<file path="src/rtl/bsg_strobe_monitor.sv">
// Checks a periodic strobe against a programmed period; reports lock, early and late strobes.
// Optional: define BSG_STROBE_MONITOR_LAST_PERIOD_EN to register the last measured interval.
`timescale 1ns/1ps
module bsg_strobe_monitor #(
  parameter int width_p           = 16,
  parameter int lock_count_p      = 4,
  parameter int err_count_width_p = 8
) (
  input  logic                         clk_i,
  input  logic                         reset_i,
  input  logic                         en_i,
  input  logic [width_p-1:0]           expected_period_i,
  input  logic                         strobe_i,
  output logic                         locked_o,
  output logic                         err_v_o,
  output logic                         err_early_o,
  output logic                         err_late_o,
  output logic [err_count_width_p-1:0] err_count_o,
  output logic [width_p-1:0]           last_period_o
);

  localparam int match_w = $clog2(lock_count_p + 1);
  localparam logic [match_w-1:0] lock_last = match_w'(lock_count_p - 1);

  typedef enum logic [1:0] {IDLE, ARMED, TRACK, LOCKED} state_e;

  state_e               state;
  logic [width_p-1:0]   cnt;
  logic [width_p-1:0]   exp_r;
  logic [match_w-1:0]   match_cnt;

  logic tracking, hit, early, late;

  // Dropping en_i masks every check, including a strobe in the same cycle.
  assign tracking = en_i && ((state == TRACK) || (state == LOCKED));
  assign hit      = tracking &&  strobe_i && (cnt == exp_r);
  assign early    = tracking &&  strobe_i && (cnt <  exp_r);
  assign late     = tracking && !strobe_i && (cnt == exp_r);

  always_ff @(posedge clk_i or posedge reset_i) begin
    if (reset_i) begin
      state       <= IDLE;
      cnt         <= '0;
      exp_r       <= '0;
      match_cnt   <= '0;
      locked_o    <= 1'b0;
      err_v_o     <= 1'b0;
      err_early_o <= 1'b0;
      err_late_o  <= 1'b0;
      err_count_o <= '0;
    end else begin
      err_v_o     <= early | late;
      err_early_o <= early;
      err_late_o  <= late;
      if ((early || late) && (err_count_o != '1))
        err_count_o <= err_count_o + err_count_width_p'(1);

      if (!en_i) begin
        state    <= IDLE;
        locked_o <= 1'b0;
      end else begin
        case (state)
          IDLE: state <= ARMED;
          ARMED: begin
            if (strobe_i) begin
              state     <= TRACK;
              cnt       <= '0;
              match_cnt <= '0;
              exp_r     <= expected_period_i;
            end
          end
          default: begin
            if (hit) begin
              cnt   <= '0;
              exp_r <= expected_period_i;
              if (state == TRACK) begin
                match_cnt <= match_cnt + match_w'(1);
                if (match_cnt == lock_last) begin
                  state    <= LOCKED;
                  locked_o <= 1'b1;
                end
              end
            end else if (early) begin
              // Restart measurement from the early strobe.
              cnt       <= '0;
              exp_r     <= expected_period_i;
              match_cnt <= '0;
              state     <= TRACK;
              locked_o  <= 1'b0;
            end else if (late) begin
              match_cnt <= '0;
              state     <= ARMED;
              locked_o  <= 1'b0;
            end else if (cnt != '1) begin
              cnt <= cnt + width_p'(1);
            end
          end
        endcase
      end
    end
  end

`ifdef BSG_STROBE_MONITOR_LAST_PERIOD_EN
  always_ff @(posedge clk_i or posedge reset_i) begin
    if (reset_i)
      last_period_o <= '0;
    else if (hit || early)
      last_period_o <= cnt;
  end
`else
  assign last_period_o = '0;
`endif

endmodule

</file>
<file path="config.mk">
export PLATFORM = sky130hd
export DESIGN_NAME = bsg_strobe_monitor
export DESIGN_NICKNAME = d
export VERILOG_FILES = /design/src/rtl/bsg_strobe_monitor.sv
export SDC_FILE = /design/constraint.sdc
export NUM_CORES = 1
export LEC_CHECK = 0
export ABC_AREA = 1
export BUFFER_PORTS_ARGS = -buffer_cell sky130_fd_sc_hd__buf_2
export CAP_MARGIN = 10
export CORE_MARGIN = 1
export CORE_UTILIZATION = 58
export CTS_CLUSTER_DIAMETER = 100
export DETAILED_ROUTE_END_ITERATION = 8
export PLACE_DENSITY = 0.81
export SLEW_MARGIN = 20
export SYNTH_ARGS = -nofsm -noshare
export SYNTH_HDL_FRONTEND = slang
export SYNTH_SLANG_ARGS = --single-unit
</file>
<file path="constraint.sdc">
create_clock -name clk_i -period 2.8 [get_ports clk_i]
set_input_delay 0.42 -clock clk_i [delete_from_list [all_inputs] [get_ports clk_i]]
set_output_delay 0.42 -clock clk_i [all_outputs]
set_load 0.01 [all_outputs]
</file>
==> results.py, run 1 <==
metrics = {
    "status": {
        "outcome": "complete, no violations",
    },
    "clock_tree": {
        "ctsRootBufferMaster": "clkbuf_8",
        "post_cts_hold_buffer_count": 0,
        "tritoncts": "built",
        "insertion_delay_ps": 320,
        "htreeDepth": 2,
        "postCtsSetupBuffers": 0,
        "clockBufferDepth": 2,
        "cts-buffers-inserted": 5,
        "reg_clk_slew_reported_paths_ps": 90,
        "clock-sinks": 49,
    },
    "final_layout": {
        "share_of_cells_above_drive_strength_1": 0.130,
        "fillers": 486,
        "syn_to_final_growth_pct": 8.45,
        "antenna_cells_inserted": 0,
        "layout.nets": 529,
    },
    "worst_setup_path": {
        "required_arrival_time_at_the_worst_endpoint_ps": 3010,
        "critical-path-slowest-cell": "dfrtp_1",
        "timing.critical_path.from": "state[1]$_DFFE_PP0P_",
        "cp_data_arrival_time_ps": 2770,
        "timing.critical_path.slowest_cell_delay_ps": 470,
        "worstSetupEndpointType": "register",
        "timing.critical_path.cells": "inv_1 > ha_1 > inv_2 > nor2_1 > nor3_2 > nand3_1 > nand2_4 > inv_2 > nand2_1 > nand2_1",
        "worst-setup-path-type": "register to register",
        "regToRegStartpoint": "state[1]$_DFFE_PP0P_",
        "startpoint_type": "register",
        "crit_fanout": 18,
    },
    "floorplan": {
        "die_h_um": 77.6,
        "row_count": 27,
        "coreArea_mm2": 0.00551,
        "num_io_pins": 48,
        "die_width_um": 77.6,
        "fp.dieArea_mm2": 0.00603,
        "start_util": 0.603,
    },
    "synthesis": {
        "post-synth-top-count-cell": "nand2_1",
        "synth_top_area_cell": "dfrtp_1",
        "yosysSeqAreaShare": 0.370,
        "syn_inst": 452,
        "asyncSetResetFlopFracSynth": 1.00,
        "yosys-top-cells-count": "nand2_1 (119), inv_1 (66), dfrtp_1 (49)",
        "yosys.area.top_type_share": 0.370,
        "ffs_latches_synth": 49,
        "postSynthAreaPerCell_um2": 7.34,
        "synth_flop_cell": "dfrtp_1",
        "synth-warning-count": 0,
        "synth_area_mm2": 0.00332,
        "yosys.cell_types.count": 34,
        "synth_area_leaders": "dfrtp_1 (37%), nand2_1 (13%), ha_1 (9.0%), inv_1 (7.5%), nor2_1 (5.4%)",
        "synth_edf_count": 0,
    },
    "global_routing": {
        "number_of_global_route_vias_before_repair": 2674,
        "grt_max_degree": 50,
        "global_route.overflow_total": 0,
        "groute.usage.overall": 0.251,
        "grt_first_pass_wirelength_mm": 11.8,
        "antenna_found_initial": 0,
    },
    "detailed_routing": {
        "route.vias.total": 2850,
        "drt_first_pass_iters": 5,
        "detail-route-antenna-nets": 0,
        "avgRoutedWirePerCell_um": 12.4,
        "drt_iter0_markers": 198,
        "remaining_drc_errors": 0,
        "drt_wl_total_mm": 6.94,
        "via_per_inst": 5.11,
    },
    "timing": {
        "setup-violations-final": 0,
        "max_slew.worst_pin.slew_ps": 838,
        "finalCritPeriodShare": 0.913,
        "clock.fmax_mhz": 391,
        "final.setup_skew_ps": 5.78,
        "slew_headroom": 0.441,
        "finalHoldViolCount": 0,
        "fin_crit_ps": 2560,
        "setup_repair_after_global_routing_missed_its_margin": "false",
        "slew_viol_final": 0,
        "hold-worst-slack_ps": 225,
        "sum_of_negative_setup_slack_ps": 0,
    },
    "power": {
        "power.share.combinational": 0.427,
        "irDropWorstVdd_v": 0.000440,
        "power_density_cells_mw_per_mm2": 777,
        "power.share.clock": 0.188,
        "p_int_uw": 1590,
        "power_leakage_uw": 0.00198,
        "switchingPower_uw": 1210,
        "seq_power_share": 0.385,
        "swShare": 0.431,
    },
    "worst_hold_path": {
        "hold_path.class": "primary input to async pin",
    },
    "place": {
        "dp.final_hpwl_mm": 5.07,
        "routabilityCongestion": 0.936,
        "place.port_buffers": 31,
    },
    "flow_run": {
        "cap_viol_max_count": 0,
    },
}
## layout make-up
class	instances	area, um^2	share of cell area
multi-input combinational	325	1730	0.481
sequential	49	1230	0.341
inverter	71	268	0.0744
timing repair buffer	33	170	0.0473
tap	72	90.1	0.0250
clock buffer	5	68.8	0.0191
clock inverter	3	46.3	0.0129
## metal layers
layer,GRT usage,up-vias,part of all wire
li1,-,1450,-
met1,0.329,1288,0.46
met2,0.416,94,0.46
met3,0.0424,18,0.046
met4,0.0943,0,0.028
met5,0,-,0
## cell usage in the layout, fill, tap and decap left out
master,count
inv_1,65
nor3b_1,1
nand2_1,119
o31ai_1,1
or2_0,1
nor2_1,48
nand4_1,4
nand2_4,3
clkinv_2,1
o21bai_1,1
buf_2,31
clkinvlp_4,1
nand2_2,4
clkbuf_8,5
o21ai_2,3
dfrtp_1,49
conb_1,16
clkinv_4,1
inv_2,5
nor4_1,3
nor3_2,1
a21oi_1,6
o21ai_0,8
bufinv_16,1
nor2_4,1
xor2_1,10
buf_4,2
nor3_1,9
o21ai_1,18
a31oi_1,1
ha_1,24
xnor2_1,5
nand3_4,2
nand3_1,33
nor2_2,2
nand3b_1,1
## metrics by stage
step	instance area [um^2]	total power (uW)	util	cells	worst slack, ps
2_1_floorplan	3370	2010	-	467	814
3_3_place_gp	3470	2190	0.631	550	348
3_5_place_dp	3470	2260	0.631	550	302
4_1_cts	3590	2790	0.652	558	265
5_1_grt	3600	3040	0.653	558	131
6_report	3600	2800	0.653	558	243
## logic make-up (layout without fill, tap and decap cells)
| family | count (synthesis) | in the layout | share of synthesized area |
|---|---|---|---|
| compound gates | 38 | 38 | 0.0626 |
| xor+xnor | 15 | 15 | 0.0396 |
| fa+ha+maj | 24 | 24 | 0.0905 |
| buf+inv | 93 | 112 | 0.129 |
| flops | 49 | 49 | 0.370 |
| other cells | 1 | 16 | 0.00113 |
| simple gates | 232 | 232 | 0.308 |
## timing repair
action,in CTS,in global routing
hold endpoints to repair,0,0
endpoints found under the setup margin,0,5
resized for setup,0,1
## flip-flops by register name (all words and copies together), names as in the netlist, 2 cells and up
name and flops:
cnt 16, match_cnt 3, err_count_o 8, state 2, exp_r 16
## worst paths after layout
path / endpoint / slack [ps] / cells after the start
setup / recovery: cnt[13]$_DFFE_PP0P_ / 240 / 10
hold / removal: state[1]$_DFFE_PP0P_ / 230 / 2
setup reg to reg: cnt[13]$_DFFE_PP0P_ / 240 / 10
hold reg to reg: locked_o$_DFFE_PP0P_ / 490 / 2
max in group asynchronous: cnt[3]$_DFFE_PP0P_ / 2070 / 2
min in group clk_i: exp_r[10]$_DFFE_PP0P_ / 320 / 3
## critical path, delay by kind of cell (launching register included)
kind                       cells  cell delay [ps]
adders and majority gates      1              320
buffers and inverters          3              490
DFF                            1              470
and+or+nand+nor                6             1170
## power by group through the flow
stage,registers [uW],clock network (uW),logic (uW)
after floorplan,1050,0,955
after global placement,1080,0,1110
after global routing,1100,564,1370
after CTS,1070,533,1190
final,1080,527,1190
after detailed placement,1090,0,1170
Power figures use the tool's default switching activity.
==> run 2: changes to the inputs <==
BUFFER_PORTS_ARGS = -buffer_cell sky130_fd_sc_hd__buf_4   (was -buffer_cell sky130_fd_sc_hd__buf_2)
==> results.py, run 2 (same netlist as run 1, synthesis figures left out) <==
metrics = {
    "power": {
        "power.share.clock": 0.184,
        "swShare": 0.429,
        "power.share.combinational": 0.438,
        "power_density_cells_mw_per_mm2": 772,
        "switchingPower_uw": 1220,
        "seq_power_share": 0.378,
        "power_leakage_uw": 0.00200,
        "irDropWorstVdd_v": 0.000568,
        "p_int_uw": 1620,
    },
    "detailed_routing": {
        "drt_wl_total_mm": 7.06,
        "detail-route-antenna-nets": 0,
        "route.vias.total": 2882,
        "drt_iter0_markers": 253,
        "avgRoutedWirePerCell_um": 12.6,
        "drt_first_pass_iters": 4,
        "via_per_inst": 5.15,
        "remaining_drc_errors": 0,
    },
    "worst_setup_path": {
        "regToRegStartpoint": "cnt[11]$_DFFE_PP0P_",
        "rrSetupSlack_ps": 340,
        "timing.reg2reg.worst_path_depth": 10,
        "startpoint_type": "register",
        "timing.rr.end": "cnt[0]$_DFFE_PP0P_",
        "required_arrival_time_at_the_worst_endpoint_ps": 2970,
        "worst-setup-path-type": "register to register",
        "crit_fanout": 18,
        "worstSetupEndpointType": "register",
        "cp_data_arrival_time_ps": 2620,
    },
    "clock_tree": {
        "cts-buffers-inserted": 5,
        "ctsRootBufferMaster": "clkbuf_8",
        "clock-sinks": 49,
        "tritoncts": "built",
        "htreeDepth": 2,
        "reg_clk_slew_reported_paths_ps": 100,
        "post_cts.resized_instances": 0,
        "post_cts_hold_buffer_count": 0,
        "clockBufferDepth": 2,
        "postCtsSetupBuffers": 0,
        "insertion_delay_ps": 310,
    },
    "final_layout": {
        "layout.cells.most_common_list": "nand2_1 (119), inv_1 (65), dfrtp_1 (49)",
        "layout.nets": 531,
        "most_common_library_cell_in_the_layout_ignoring_fill_and_taps": "nand2_1",
        "antenna_cells_inserted": 0,
        "share_of_cells_above_drive_strength_1": 0.133,
        "fillers": 460,
        "syn_to_final_growth_pct": 11.0,
        "top_regs": "cnt x16, exp_r x16, err_count_o x8",
    },
    "timing": {
        "finalHoldViolCount": 0,
        "setup-violations-final": 0,
        "layout_setup_ws_ps": 344,
        "final.setup_skew_ps": 9.01,
        "sum_of_negative_setup_slack_ps": 0,
        "slew_viol_final": 0,
        "fin_crit_ps": 2460,
        "clock.fmax_mhz": 407,
        "hold-worst-slack_ps": 242,
        "slew_headroom": 0.434,
        "finalCritPeriodShare": 0.877,
        "max_slew.worst_pin.slew_ps": 848,
        "setup_repair_after_global_routing_missed_its_margin": "false",
    },
    "place": {
        "routabilityCongestion": 0.915,
        "place.port_buffers": 31,
        "dp.final_hpwl_mm": 5.29,
        "setup_ws_pre_cts_ps": 457,
    },
    "global_routing": {
        "grt_max_degree": 50,
        "global_route.overflow_total": 0,
        "number_of_global_route_vias_before_repair": 2647,
        "groute.usage.overall": 0.254,
        "grt_first_pass_wirelength_mm": 11.9,
        "antenna_found_initial": 0,
    },
    "status": {
        "outcome": "complete, no violations",
    },
    "floorplan": {
        "die_width_um": 77.6,
        "die_h_um": 77.6,
        "coreArea_mm2": 0.00551,
        "fp.dieArea_mm2": 0.00603,
        "row_count": 27,
        "num_io_pins": 48,
        "start_util": 0.603,
    },
    "worst_hold_path": {
        "hold_path.class": "primary input to async pin",
    },
    "flow_run": {
        "cap_viol_max_count": 0,
    },
}
[run 2: power groups by stage]
stage / registers (uW) / clock network, uW / logic [uW]
after global routing: 1100 / 557 / 1420
after global placement: 1070 / 0 / 1170
after CTS: 1070 / 529 / 1240
after detailed placement: 1090 / 0 / 1220
final: 1070 / 524 / 1240
after floorplan: 1050 / 0 / 955
[run 2: how the worst max path moves through the flow]
stage | startpoint | endpoint | slack (ps)
after floorplan | cnt[11]$_DFFE_PP0P_ | cnt[10]$_DFFE_PP0P_ | 810
after global placement | cnt[11]$_DFFE_PP0P_ | cnt[10]$_DFFE_PP0P_ | 560
after detailed placement | cnt[11]$_DFFE_PP0P_ | cnt[14]$_DFFE_PP0P_ | 460
after CTS | cnt[11]$_DFFE_PP0P_ | cnt[0]$_DFFE_PP0P_ | 420
after global routing | cnt[11]$_DFFE_PP0P_ | cnt[0]$_DFFE_PP0P_ | 150
final | cnt[11]$_DFFE_PP0P_ | cnt[0]$_DFFE_PP0P_ | 340
[run 2: layout make-up]
cell class              instances  area [um^2]  share of cell area
multi-input cells             325         1720               0.467
repair buffers                 35          263              0.0713
inverters                      71          268              0.0727
flip-flops and latches         49         1230               0.333
clock inverters                 3         46.3              0.0126
clock buffers                   5         68.8              0.0187
well taps                      72         90.1              0.0245
[run 2: worst max-delay path, stage by stage (launching register included)]
cell	delay [ps]
dfrtp_1	470
ha_1	340
nand2_1	70
nor2_1	160
nand2_2	110
nor2_4	110
nand3_1	250
nand3_1	330
nand2_4	200
nand2_1	130
o21ai_0	140
[run 2: through the flow]
step	cells	total power [uW]	util	area, um^2
global route	560	3080	0.669	3680
floorplan	467	2010	-	3370
CTS	560	2840	0.669	3680
global placement	552	2250	0.648	3570
detailed placement	552	2310	0.648	3570
finish	560	2840	0.669	3680
[run 2: per-layer routing]
| metal | share of wire | global-route usage | vias up |
|---|---|---|---|
| li1 | - | - | 1455 |
| met1 | 0.44 | 0.325 | 1312 |
| met2 | 0.47 | 0.423 | 96 |
| met3 | 0.057 | 0.0482 | 19 |
| met4 | 0.031 | 0.100 | 0 |
| met5 | 0 | 0 | - |
==> run 3: changes to the inputs <==
CORE_UTILIZATION = 62   (was 58)
PLACE_DENSITY = not set   (was 0.81)
PLACE_DENSITY_LB_ADDON = 0.12   (was not set)
clock period = 2.95 ns   (was 2.8 ns; I/O delays follow)
==> results.py, run 3 (same netlist as run 1, synthesis figures left out) <==
metrics = {
    "status": {
        "outcome": "complete, no violations",
    },
    "timing": {
        "clock.fmax_mhz": 397,
        "final.setup_skew_ps": 6.84,
        "setup-violations-final": 0,
        "slew_viol_final": 0,
        "fin_crit_ps": 2520,
        "slew_headroom": 0.447,
        "finalCritPeriodShare": 0.853,
        "setup_repair_after_global_routing_missed_its_margin": "false",
        "sum_of_negative_setup_slack_ps": 0,
        "max_slew.worst_pin.slew_ps": 829,
        "layout_setup_ws_ps": 433,
        "finalHoldViolCount": 0,
    },
    "final_layout": {
        "multi_input_gate_area_mm2": 0.00172,
        "final_util": 0.709,
        "most_common_library_cell_in_the_layout_ignoring_fill_and_taps": "nand2_1",
        "fillers": 443,
        "antenna_cells_inserted": 0,
        "layout.cells.most_common_list": "nand2_1 (119), inv_1 (65), dfrtp_1 (49)",
        "layout.nets": 528,
        "share_of_cells_above_drive_strength_1": 0.128,
        "syn_to_final_growth_pct": 9.84,
        "area.sequential_mm2": 0.00123,
        "top_regs": "cnt x16, exp_r x16, err_count_o x8",
        "layout.cell_area.non_filler_mm2": 0.00364,
    },
    "global_routing": {
        "groute.usage.overall": 0.259,
        "antenna_found_initial": 0,
        "grt_first_pass_wirelength_mm": 11.0,
        "number_of_global_route_vias_before_repair": 2509,
        "global_route.overflow_total": 0,
        "grt_max_degree": 50,
    },
    "floorplan": {
        "row_count": 26,
        "coreArea_mm2": 0.00514,
        "start_util": 0.646,
        "die_h_um": 75.2,
        "fp.dieArea_mm2": 0.00565,
        "num_io_pins": 48,
        "die_width_um": 75.2,
    },
    "power": {
        "power_density_cells_mw_per_mm2": 710,
        "irDropWorstVdd_v": 0.000461,
        "power_leakage_uw": 0.00199,
    },
    "worst_setup_path": {
        "startpoint_type": "register",
        "worstSetupEndpointType": "register",
        "crit_fanout": 32,
        "worst-setup-path-type": "register to register",
        "rrSetupSlack_ps": 430,
        "cp_data_arrival_time_ps": 2700,
        "required_arrival_time_at_the_worst_endpoint_ps": 3130,
    },
    "place": {
        "routabilityCongestion": 0.976,
        "dp.final_hpwl_mm": 4.81,
        "setup_ws_pre_cts_ps": 463,
        "place.port_buffers": 31,
        "dpl_cell_area_mm2": 0.00354,
    },
    "detailed_routing": {
        "route.vias.total": 2768,
        "via_per_inst": 4.99,
        "avgRoutedWirePerCell_um": 11.5,
        "detail-route-antenna-nets": 0,
        "drt_iter0_markers": 215,
        "remaining_drc_errors": 0,
        "drt_wl_total_mm": 6.40,
        "drt_first_pass_iters": 4,
    },
    "clock_tree": {
        "post_cts.resized_instances": 0,
        "cts-buffers-inserted": 5,
        "postCtsSetupBuffers": 0,
        "tritoncts": "built",
        "clockBufferDepth": 2,
        "htreeDepth": 2,
        "reg_clk_slew_reported_paths_ps": 90,
        "ctsRootBufferMaster": "clkbuf_8",
        "insertion_delay_ps": 310,
        "post_cts_hold_buffer_count": 0,
        "clock-sinks": 49,
    },
    "flow_run": {
        "cap_viol_max_count": 0,
    },
    "worst_hold_path": {
        "hold_path.class": "primary input to async pin",
    },
}
-- run 3: changes by cell type in the layout (fill, tap and decap cells not counted), sizes merged --
cell      previous run  this run
clkinvlp             1         0
buf                 35        32
clkbuf               5         7
bufinv               1         0
-- run 3: final cells by class --
type / count / share of cell area
clock buffers: 7 / 0.0264
clock inverters: 1 / 0.00137
inverters: 71 / 0.0735
multi-input cells: 325 / 0.472
flip-flops and latches: 49 / 0.336
well taps: 70 / 0.0240
repair buffers: 32 / 0.0659
-- run 3: path summary, 6_finish.rpt --
| path | startpoint | depth (start not counted) | to |
|---|---|---|---|
| worst max-delay path | cnt[11]$_DFFE_PP0P_ | 10 | exp_r[14]$_DFFE_PP0P_ |
| worst min-delay path | reset_i | 2 | state[1]$_DFFE_PP0P_ |
| worst max register to register | cnt[11]$_DFFE_PP0P_ | 10 | exp_r[14]$_DFFE_PP0P_ |
| worst min register to register | locked_o$_DFFE_PP0P_ | 2 | locked_o$_DFFE_PP0P_ |
| max in group asynchronous | reset_i | 2 | exp_r[3]$_DFFE_PP0P_ |
| min in group clk_i | expected_period_i[14] | 3 | exp_r[14]$_DFFE_PP0P_ |
-- run 3: per-stage QoR --
stage / power (uW) / std cells / hold WS (ps)
2_1_floorplan: 1900 / 467 / 453
3_3_place_gp: 2100 / 547 / 465
3_5_place_dp: 2150 / 547 / 477
4_1_cts: 2600 / 555 / 358
5_1_grt: 2840 / 555 / 344
6_report: 2590 / 555 / 274
-- run 3: per-layer routing --
layer,share of wire,vias to the layer above,global-route usage
met5,0,-,0
met4,0.022,0,0.121
met3,0.052,12,0.0643
met2,0.46,73,0.404
met1,0.47,1232,0.340
li1,-,1451,-
-- run 3: where the power goes --
group	internal, uW	switching, uW
Clock	212	226
Sequential	857	165
Combinational	414	711
-- run 3: critical path: stages (launching register included) --
cell	delay [ps]
dfrtp_1	460
ha_1	330
nand2_1	70
nor2_1	180
nand2_2	110
nor2_1	140
nand2_2	170
nand3_1	170
nand3_2	450
nand2_1	230
o21ai_1	80
